===== src/rtl/lsu_if.sv =====
// Core-side and memory-side signals of the load/store unit, bundled for the LSU ports.
// Handshake: a core request is held until core_stall_o is low; a memory request completes in any cycle that has mem_ready_i high.
interface lsu_if;
    logic        core_req_i;
    logic        core_we_i;
    logic [2:0]  core_size_i;
    logic [31:0] core_addr_i;
    logic [31:0] core_wd_i;
    logic [31:0] core_rd_o;
    logic        core_stall_o;
    logic        core_err_o;
    logic        mem_req_o;
    logic        mem_we_o;
    logic [3:0]  mem_be_o;
    logic [31:0] mem_addr_o;
    logic [31:0] mem_wd_o;
    logic [31:0] mem_rd_i;
    logic        mem_ready_i;

    modport slave (
        input  core_req_i, core_we_i, core_size_i, core_addr_i, core_wd_i,
        input  mem_rd_i, mem_ready_i,
        output core_rd_o, core_stall_o, core_err_o,
        output mem_req_o, mem_we_o, mem_be_o, mem_addr_o, mem_wd_o
    );

    modport master (
        output core_req_i, core_we_i, core_size_i, core_addr_i, core_wd_i,
        output mem_rd_i, mem_ready_i,
        input  core_rd_o, core_stall_o, core_err_o,
        input  mem_req_o, mem_we_o, mem_be_o, mem_addr_o, mem_wd_o
    );
endinterface


===== src/rtl/lsu.sv =====
// Load/store unit: aligns core accesses onto a 32-bit word bus, extends load data,
// and reports misaligned/illegal accesses and memory timeouts as a one-cycle error.
module lsu #(
    parameter int unsigned TIMEOUT = 16
) (
    input  logic       clk_i,
    input  logic       rst_i,
    lsu_if.slave       bus,
    output logic [1:0] state_o
);

    localparam logic [1:0] IDLE = 2'd0;
    localparam logic [1:0] BUSY = 2'd1;
    localparam logic [1:0] DONE = 2'd2;

    localparam logic [2:0] SZ_B  = 3'd0;
    localparam logic [2:0] SZ_H  = 3'd1;
    localparam logic [2:0] SZ_W  = 3'd2;
    localparam logic [2:0] SZ_BU = 3'd4;
    localparam logic [2:0] SZ_HU = 3'd5;

    localparam int unsigned   CW       = (TIMEOUT > 2) ? $clog2(TIMEOUT) : 1;
    localparam logic [CW-1:0] CNT_LAST = CW'(TIMEOUT - 1);

    logic [1:0]    state_q, state_d;
    logic [CW-1:0] cnt_q, cnt_d;
    logic          we_q, we_d;
    logic [2:0]    size_q, size_d;
    logic [31:0]   addr_q, addr_d;
    logic [31:0]   wd_q, wd_d;
    logic [31:0]   rdata_q, rdata_d;
    logic          err_q, err_d;
    logic          req_ok;

    function automatic logic access_ok(input logic [2:0] size, input logic [1:0] a);
        logic ok;
        case (size)
            SZ_B, SZ_BU: ok = 1'b1;
            SZ_H, SZ_HU: ok = ~a[0];
            SZ_W:        ok = (a == 2'b00);
            default:     ok = 1'b0;
        endcase
        return ok;
    endfunction

    function automatic logic [3:0] byte_en(input logic [2:0] size, input logic [1:0] a);
        logic [3:0] be;
        case (size)
            SZ_B, SZ_BU: be = 4'b0001 << a;
            SZ_H, SZ_HU: be = a[1] ? 4'b1100 : 4'b0011;
            default:     be = 4'b1111;
        endcase
        return be;
    endfunction

    function automatic logic [31:0] lane_wdata(input logic [2:0] size, input logic [31:0] wd);
        logic [31:0] r;
        case (size)
            SZ_B, SZ_BU: r = {4{wd[7:0]}};
            SZ_H, SZ_HU: r = {2{wd[15:0]}};
            default:     r = wd;
        endcase
        return r;
    endfunction

    function automatic logic [31:0] load_ext(input logic [2:0] size, input logic [1:0] a,
                                             input logic [31:0] word);
        logic [7:0]  b;
        logic [15:0] h;
        logic [31:0] r;
        case (a)
            2'd0:    b = word[7:0];
            2'd1:    b = word[15:8];
            2'd2:    b = word[23:16];
            default: b = word[31:24];
        endcase
        h = a[1] ? word[31:16] : word[15:0];
        case (size)
            SZ_B:    r = {{24{b[7]}}, b};
            SZ_BU:   r = {24'd0, b};
            SZ_H:    r = {{16{h[15]}}, h};
            SZ_HU:   r = {16'd0, h};
            default: r = word;
        endcase
        return r;
    endfunction

    assign req_ok = access_ok(bus.core_size_i, bus.core_addr_i[1:0]);

    // Outputs in IDLE depend on the live request; in BUSY only on latched registers.
    always_comb begin
        bus.core_stall_o = 1'b0;
        bus.core_err_o   = 1'b0;
        bus.mem_req_o    = 1'b0;
        bus.mem_we_o     = 1'b0;
        bus.mem_be_o     = 4'b0000;
        bus.mem_addr_o   = 32'd0;
        bus.mem_wd_o     = 32'd0;
        case (state_q)
            IDLE: begin
                bus.core_stall_o = bus.core_req_i & req_ok;
                bus.core_err_o   = bus.core_req_i & ~req_ok;
            end
            BUSY: begin
                bus.core_stall_o = 1'b1;
                bus.mem_req_o    = 1'b1;
                bus.mem_we_o     = we_q;
                bus.mem_be_o     = byte_en(size_q, addr_q[1:0]);
                bus.mem_addr_o   = {addr_q[31:2], 2'b00};
                bus.mem_wd_o     = lane_wdata(size_q, wd_q);
            end
            DONE: begin
                bus.core_err_o = err_q;
            end
            default: ;
        endcase
        // Keep the core-facing strobes quiet for as long as reset is held.
        if (rst_i) begin
            bus.core_stall_o = 1'b0;
            bus.core_err_o   = 1'b0;
        end
    end

    assign bus.core_rd_o = rdata_q;
    assign state_o       = state_q;

    always_comb begin
        state_d = state_q;
        cnt_d   = cnt_q;
        we_d    = we_q;
        size_d  = size_q;
        addr_d  = addr_q;
        wd_d    = wd_q;
        rdata_d = rdata_q;
        err_d   = err_q;
        case (state_q)
            IDLE: begin
                if (bus.core_req_i && req_ok) begin
                    we_d    = bus.core_we_i;
                    size_d  = bus.core_size_i;
                    addr_d  = bus.core_addr_i;
                    wd_d    = bus.core_wd_i;
                    cnt_d   = '0;
                    err_d   = 1'b0;
                    state_d = BUSY;
                end
            end
            BUSY: begin
                // A ready arriving in the last allowed cycle wins over the timeout.
                if (bus.mem_ready_i) begin
                    if (!we_q) rdata_d = load_ext(size_q, addr_q[1:0], bus.mem_rd_i);
                    err_d   = 1'b0;
                    state_d = DONE;
                end else if (cnt_q == CNT_LAST) begin
                    if (!we_q) rdata_d = 32'd0;
                    err_d   = 1'b1;
                    state_d = DONE;
                end else begin
                    cnt_d = cnt_q + 1'b1;
                end
            end
            DONE: begin
                err_d   = 1'b0;
                state_d = IDLE;
            end
            default: state_d = IDLE;
        endcase
    end

    always_ff @(posedge clk_i or posedge rst_i) begin
        if (rst_i) begin
            state_q <= IDLE;
            cnt_q   <= '0;
            we_q    <= 1'b0;
            size_q  <= 3'd0;
            addr_q  <= 32'd0;
            wd_q    <= 32'd0;
            rdata_q <= 32'd0;
            err_q   <= 1'b0;
        end else begin
            state_q <= state_d;
            cnt_q   <= cnt_d;
            we_q    <= we_d;
            size_q  <= size_d;
            addr_q  <= addr_d;
            wd_q    <= wd_d;
            rdata_q <= rdata_d;
            err_q   <= err_d;
        end
    end

endmodule


===== src/flat_wrapper.sv =====
// flat-port wrapper written by rule: the top's interface ports become plain ports
module lsu_flat 
#(
    parameter int unsigned TIMEOUT = 16
)
  (clk_i, rst_i, state_o, bus_core_req_i, bus_core_we_i, bus_core_size_i, bus_core_addr_i, bus_core_wd_i, bus_mem_rd_i, bus_mem_ready_i, bus_core_rd_o, bus_core_stall_o, bus_core_err_o, bus_mem_req_o, bus_mem_we_o, bus_mem_be_o, bus_mem_addr_o, bus_mem_wd_o);
  lsu_if bus_i ();
  input  logic clk_i;
  input  logic rst_i;
  output logic [1:0] state_o;
  input wire logic [$bits(bus_i.core_req_i)-1:0] bus_core_req_i;
  input wire logic [$bits(bus_i.core_we_i)-1:0] bus_core_we_i;
  input wire logic [$bits(bus_i.core_size_i)-1:0] bus_core_size_i;
  input wire logic [$bits(bus_i.core_addr_i)-1:0] bus_core_addr_i;
  input wire logic [$bits(bus_i.core_wd_i)-1:0] bus_core_wd_i;
  input wire logic [$bits(bus_i.mem_rd_i)-1:0] bus_mem_rd_i;
  input wire logic [$bits(bus_i.mem_ready_i)-1:0] bus_mem_ready_i;
  output wire logic [$bits(bus_i.core_rd_o)-1:0] bus_core_rd_o;
  output wire logic [$bits(bus_i.core_stall_o)-1:0] bus_core_stall_o;
  output wire logic [$bits(bus_i.core_err_o)-1:0] bus_core_err_o;
  output wire logic [$bits(bus_i.mem_req_o)-1:0] bus_mem_req_o;
  output wire logic [$bits(bus_i.mem_we_o)-1:0] bus_mem_we_o;
  output wire logic [$bits(bus_i.mem_be_o)-1:0] bus_mem_be_o;
  output wire logic [$bits(bus_i.mem_addr_o)-1:0] bus_mem_addr_o;
  output wire logic [$bits(bus_i.mem_wd_o)-1:0] bus_mem_wd_o;
  assign bus_i.core_req_i = bus_core_req_i;
  assign bus_i.core_we_i = bus_core_we_i;
  assign bus_i.core_size_i = bus_core_size_i;
  assign bus_i.core_addr_i = bus_core_addr_i;
  assign bus_i.core_wd_i = bus_core_wd_i;
  assign bus_i.mem_rd_i = bus_mem_rd_i;
  assign bus_i.mem_ready_i = bus_mem_ready_i;
  assign bus_core_rd_o = bus_i.core_rd_o;
  assign bus_core_stall_o = bus_i.core_stall_o;
  assign bus_core_err_o = bus_i.core_err_o;
  assign bus_mem_req_o = bus_i.mem_req_o;
  assign bus_mem_we_o = bus_i.mem_we_o;
  assign bus_mem_be_o = bus_i.mem_be_o;
  assign bus_mem_addr_o = bus_i.mem_addr_o;
  assign bus_mem_wd_o = bus_i.mem_wd_o;
  lsu #(.TIMEOUT(TIMEOUT)) u_core (.clk_i(clk_i), .rst_i(rst_i), .bus(bus_i), .state_o(state_o));
endmodule

===== config.mk =====
export PLATFORM = sky130hd
export DESIGN_NAME = lsu_flat
export DESIGN_NICKNAME = d
export VERILOG_FILES = /design/src/rtl/lsu_if.sv /design/src/rtl/lsu.sv /design/src/flat_wrapper.sv
export SDC_FILE = /design/constraint.sdc
export NUM_CORES = 1
export LEC_CHECK = 0
export ABC_AREA = 1
export CAP_MARGIN = 20
export CORE_MARGIN = 4
export CORE_UTILIZATION = 45
export CTS_CLUSTER_DIAMETER = 120
export DETAILED_ROUTE_END_ITERATION = 8
export PLACE_DENSITY = 0.81
export SLEW_MARGIN = 0
export SYNTH_ARGS = -nofsm -noshare
export SYNTH_HDL_FRONTEND = slang
export SYNTH_SLANG_ARGS = --single-unit

===== constraint.sdc =====
create_clock -name clk_i -period 4.3 [get_ports clk_i]
set_input_delay 0.86 -clock clk_i [delete_from_list [all_inputs] [get_ports clk_i]]
set_output_delay 0.86 -clock clk_i [all_outputs]
set_load 0.01 [all_outputs]

* Word-level counts from Yosys, hierarchy flattened
Cells that the tools add are included.
** Cells by class
- Shift-type cells :: 1
- Bitwise gates (word level) :: 5
- Add/subtract/negate cells :: 1
- Reductions and logical operators :: 18
- Equal/unequal tests :: 16
- Muxes and demuxes :: 32
** Operators with widths (count)
- $mux W32 :: 6
- $pmux W32 S4 :: 1
- $pmux W32 S2 :: 1
- $pmux W8 S3 :: 1
- $mux W4 :: 5
- $mux W16 :: 1
- $pmux W4 S2 :: 2
- $eq A3 B3 Y1 const B :: 4
- $reduce_or A2 Y1 :: 4
- $mux W1 :: 7
- $eq A3 B1 Y1 const B :: 2
- $logic_not A2 Y1 :: 3
- $logic_not A3 Y1 :: 2
- $mux W2 :: 3
- $pmux W1 S3 :: 2
- $reduce_and A3 Y1 :: 2
- $add A4 B1 Y4 const B :: 1
- $eq A2 B1 Y1 const B :: 2
- $eq A2 B2 Y1 const B :: 2
- $eq A4 B4 Y1 const B :: 1
- $ne A2 B2 Y1 const B :: 2
- $pmux W1 S2 :: 2
- $pmux W2 S2 :: 1
- $reduce_and A2 Y1 :: 2
- other kinds (10) :: 14
** Storage, ports and cells
- Flip-flop bits (word level) :: 107
- Input port bits :: 104
- Output and inout port bits :: 106
- Word-level logic and storage cells :: 81

* Depth between registers and ports, before layout
- Word-level depth :: 7
- Mapped depth :: 10
- Mapped depth without buffers :: 9

* Worst setup path before layout
OpenSTA, ideal clock, no wires.
- Path kind :: input-to-output
- Start point :: input bus_core_addr_i[0]
- End point :: output bus_core_stall_o
- Data arrival time :: 1.594 ns
- Slack :: 1.846 ns
- Cell stages on the path :: 6
- Required time :: 3.440 ns
- Path buffers :: 1
- Cells stage by stage :: nor2_1 > nand3_1 > nand2_1 > nand2_1 > clkbuf_1 > a21oi_1
** Between the ends
- Longest elaborated chain between the ends :: 5
- Elaborated cells on any way between the ends :: 6
- Those cells by class :: mux: 3; bitwise: 2; reduce/logical: 1
** RTL lines
- start, declared :: line flat_wrapper.sv:14 : input wire logic [$bits(bus_i.core_addr_i)-1:0] bus_core_addr_i;
- $logic_not A2 Y1 or $not A1 Y1 (tied branches) :: line lsu.sv:40, lsu.sv:39
- $pmux W1 S3 (*) :: line lsu.sv:37 : case (size)
- $and A1 B1 Y1 (*) :: line lsu.sv:101 : bus.core_stall_o = bus.core_req_i & req_ok;
- $pmux W1 S2 (*) :: line lsu.sv:99 : case (state_q)
- $mux W1 (*) :: line lsu.sv:118 : if (rst_i) begin
- end, declared :: line flat_wrapper.sv:19 : output wire logic [$bits(bus_i.core_stall_o)-1:0] bus_core_stall_o;
Mark *: on every way between the ends. The rest lies on a longest branch, timed or not.

* Final worst setup path
- Start point :: register u_core.state_q[1], in the netlist u_core.state_o[1]
- End point :: output bus_mem_be_o[1]
** Between the ends
- Longest elaborated chain between the ends :: 2
** RTL lines
- start, declared :: line lsu.sv:25 : logic [1:0] state_q, state_d;
- start signal, assigned :: line lsu.sv:181 : state_q <= state_d;
- $eq A2 B1 Y1 :: line lsu.sv:99
- $mux W4 :: line lsu.sv:99
- end, declared :: line flat_wrapper.sv:23 : output wire logic [$bits(bus_i.mem_be_o)-1:0] bus_mem_be_o;
Every way passes these cells.

==> metrics.md <==
| Metric | Value |
|---|---|
| Clock Latency Late Sink | 0.35 ns |
| Internal power | 3.12 mW |
| Post-CTS Setup Bufs | 0 |
| WP buf/inv | 3 |
| Synthesized instance count | 810 |
| Clock Tree Root | clkbuf_16 |
| Least-Margin Pin Slew | 0.827 ns |
| Critical Path Fanout Max | 41 |
| WS Path Type | flip-flop to output pin |
| Post-route ant nets | 0 |
| Worst path max stage delay | 0.68 ns |
| Post-route cell area | 8180 um^2 |
| Static Leakage | 4.24 nW |
| NetSw | 2.30 mW |
| Crit path launch type | flip-flop |
| Synth cell count leaders | 312 x nand2_1, 107 x dfrtp_1, 91 x nand3_1 |
| Placed inst area | 7890 um^2 |
| FP Rows | 41 |
| Final Power | 5.42 mW |
| Filler cell count | 1141 |
| Antenna Cells | 0 |
| Drt wl/cell | 15.2 um |
| Min cycle time layout | 3.51 ns |
| Fin. max-slew vios | 0 |
| Clock tree sinks | 107 |
| Post-synthesis sequential element count | 107 |
| Nets | 1099 |
| Mean Syn Cell Area | 7.11 um^2 |
| Worst Hold Class | flip-flop to flip-flop |
| EDFF count, synth | 0 |
| Clock power share | 14.7% |
| Largest net degree at the start of global routing | 76 |
| Largest cells by area after synthesis | dfrtp_1 47%, nand2_1 20%, nand3_1 7.9%, nor2_1 5.1%, inv_1 4.2% |
| Clock Pin Slew Worst Setup and Hold Paths | 0.07 ns |
| Die width | 121 um |
| Drt pass-1 iters | 6 |
| Slowest stage cell, crit path | ha_2 |
| Final hold violations | 0 |
| Hpwl dp | 12.6 mm |
| CTS resizes | 0 |
| Synthesized area | 5760 um^2 |
| CTS HTree Levels | 3 |
| Logic gate share of total power | 51.6% |
| Maximum root-to-sink buffer count | 2 |
| Most frequent cell after synthesis | nand2_1 |
| RSZ-0062 raised after global routing | no |
| Fmax | 285 MHz |
| Power share of the sequential group | 33.7% |
| Sequential element share of the synthesized area | 46.5% |
| Post-synth cell types | 30 |
| I/O pin cnt | 210 |
| Tcrit/Tclk final | 81.6% |
| Starting Density | 45.8% |
| Die Height | 121 um |
| Final setup vio count | 0 |
| Max_cap viols | 0 |
| Max_slew headroom | 44.8% |
| CP top delay family | buffers and inverters |
| Req. time, crit path | 3.44 ns |
| Gr usage total | 24.1% |
| Number of global-route vias before repair | 5563 |
| DR iter-0 viols | 495 |
| Layout cells sized above 1 | 5.72% |
| Worst path cell trace | inv_1 > ha_2 > inv_2 > nor3_1 > clkdlybuf4s50_1 |
| Area of the die | 14700 um^2 |
| Run status | finished clean |
| Peak VDD IR | 0.321 mV |
| First-pass GRT wire length | 28.0 mm |
| RR Startpoint | u_core.state_o[1] |
| # DRC | 0 |
| Area Growth Syn to Fin | 42.0% |
| # hold bufs at CTS | 0 |
| Crit end category | output pin |
| CP arrival | 2.65 ns |
| YS warnings | 0 |
| Num CTS Buffers | 9 |
| Final WL | 17.7 mm |
| Initial antenna violation count | 0 |
| Via Count | 5873 |
| CP startpoint | u_core.state_o[1] |
| Core footprint | 12600 um^2 |
| Gpl congestion | 0.935 |
| TNS Setup | 0 ns |
| DR vias/cell | 5.03 |
| Skew final | 0.00462 ns |
| Fin Hold WS | 0.473 ns |
| Hold path start | u_core.addr_q[24] |
| Synth top area share | 46.5% |
| CTS tree | done |
| Post-synth ARST share | 100% |
| # port buffers | 207 |
| Switch share | 42.4% |
| Top_reg_cell synth | dfrtp_1 |
| Total gr overflow | 0 |
| Power Dens Cells | 663 nW/um^2 |
| Largest area contributor in the netlist | dfrtp_1 |
-- registers in the layout, summed over array words and instances (netlist names) --
signal	flops
u_core.cnt_q	4
u_core.wd_q	32
u_core.bus.core_rd_o	32
u_core.we_q	1
u_core.size_q	3
u_core.addr_q	32
u_core.state_o	2
u_core.err_q	1
-- cells by family (layout without fill, tap and decap cells) --
logic type                 Yosys count  after routing  synth area share [%]
adders and majority gates            4              4                 0.869
other                                1              2                0.0651
buffers and inverters              121            306                  8.93
DFF                                107            107                  46.5
AOI/OAI and AO/OA                   70             70                  6.34
xor gates and xnor gates             2              2                 0.304
and+or+nand+nor                    505            505                  37.0
-- worst reg2reg max path, stage by stage, from the launching register on --
cell,delay (ns)
dfrtp_1,0.41
inv_1,0.09
ha_2,0.68
inv_2,0.26
nor2_2,0.19
nand2_1,0.18
o21ai_1,0.22
nand2_1,0.16
nand2_1,0.09
nand2_1,0.05
-- final timing paths --
| path | slack [ns] | end | depth (start not counted) |
|---|---|---|---|
| worst max register to register | 1.88 | u_core.cnt_q[3] | 9 |
| worst min register to register | 0.47 | u_core.addr_q[24] | 2 |
| max in group asynchronous | 2.40 | u_core.bus.core_rd_o[3] | 3 |
| worst min-delay path | 0.47 | u_core.addr_q[24] | 2 |
| min in group asynchronous | 1.08 | u_core.addr_q[4] | 2 |
| worst max-delay path | 0.79 | bus_mem_be_o[1] | 5 |
-- power by group through the flow --
stage                     Sequential [mW]  Clock, mW  Combinational [mW]
after global routing                 1.89      0.847                3.10
final                                1.83      0.799                2.80
after global placement               1.83          0                2.75
after detailed placement             1.83          0                2.80
after floorplan                      1.81          0                1.62
after CTS                            1.82      0.815                2.81
-- layout make-up --
cell class / instances / area [um^2] / share of cell area (%)
clock buffer: 12 / 256 / 3.14
tap: 172 / 215 / 2.63
multi-input combinational: 583 / 2580 / 31.5
inverter: 73 / 277 / 3.38
clock inverter: 4 / 25.0 / 0.306
sequential: 107 / 2680 / 32.8
timing repair buffer: 217 / 2150 / 26.3
-- through the flow --
| stage | instances | setup slack [ns] | utilization [%] |
|---|---|---|---|
| 3_5_place_dp | 1152 | 0.890 | 62.8 |
| 3_3_place_gp | 1152 | 0.910 | 62.8 |
| 6_report | 1168 | 0.792 | 65.0 |
| 2_1_floorplan | 811 | 0.623 | - |
| 4_1_cts | 1168 | 0.742 | 65.0 |
| 5_1_grt | 1168 | 0.625 | 65.0 |
-- routing by layer --
| layer | GRT usage, % | vias up | routed length [um] |
|---|---|---|---|
| li1 | - | 2880 | - |
| met5 | 0 | - | 0 |
| met2 | 38.7 | 255 | 8210 |
| met4 | 8.36 | 0 | 406 |
| met3 | 6.57 | 32 | 1590 |
| met1 | 31.4 | 2706 | 7510 |
-- layout by cell type, fill, tap and decap left out, types with 9 or more instances in the layout --
master / instances
inv_1: 63
clkdlybuf4s50_1: 207
clkbuf_16: 9
nand3_2: 11
nand3_1: 91
buf_4: 10
o21ai_0: 36
a21oi_1: 21
nor2_1: 78
dfrtp_1: 107
nand2_1: 310
No activity file was read; power rests on OpenSTA's default activity.
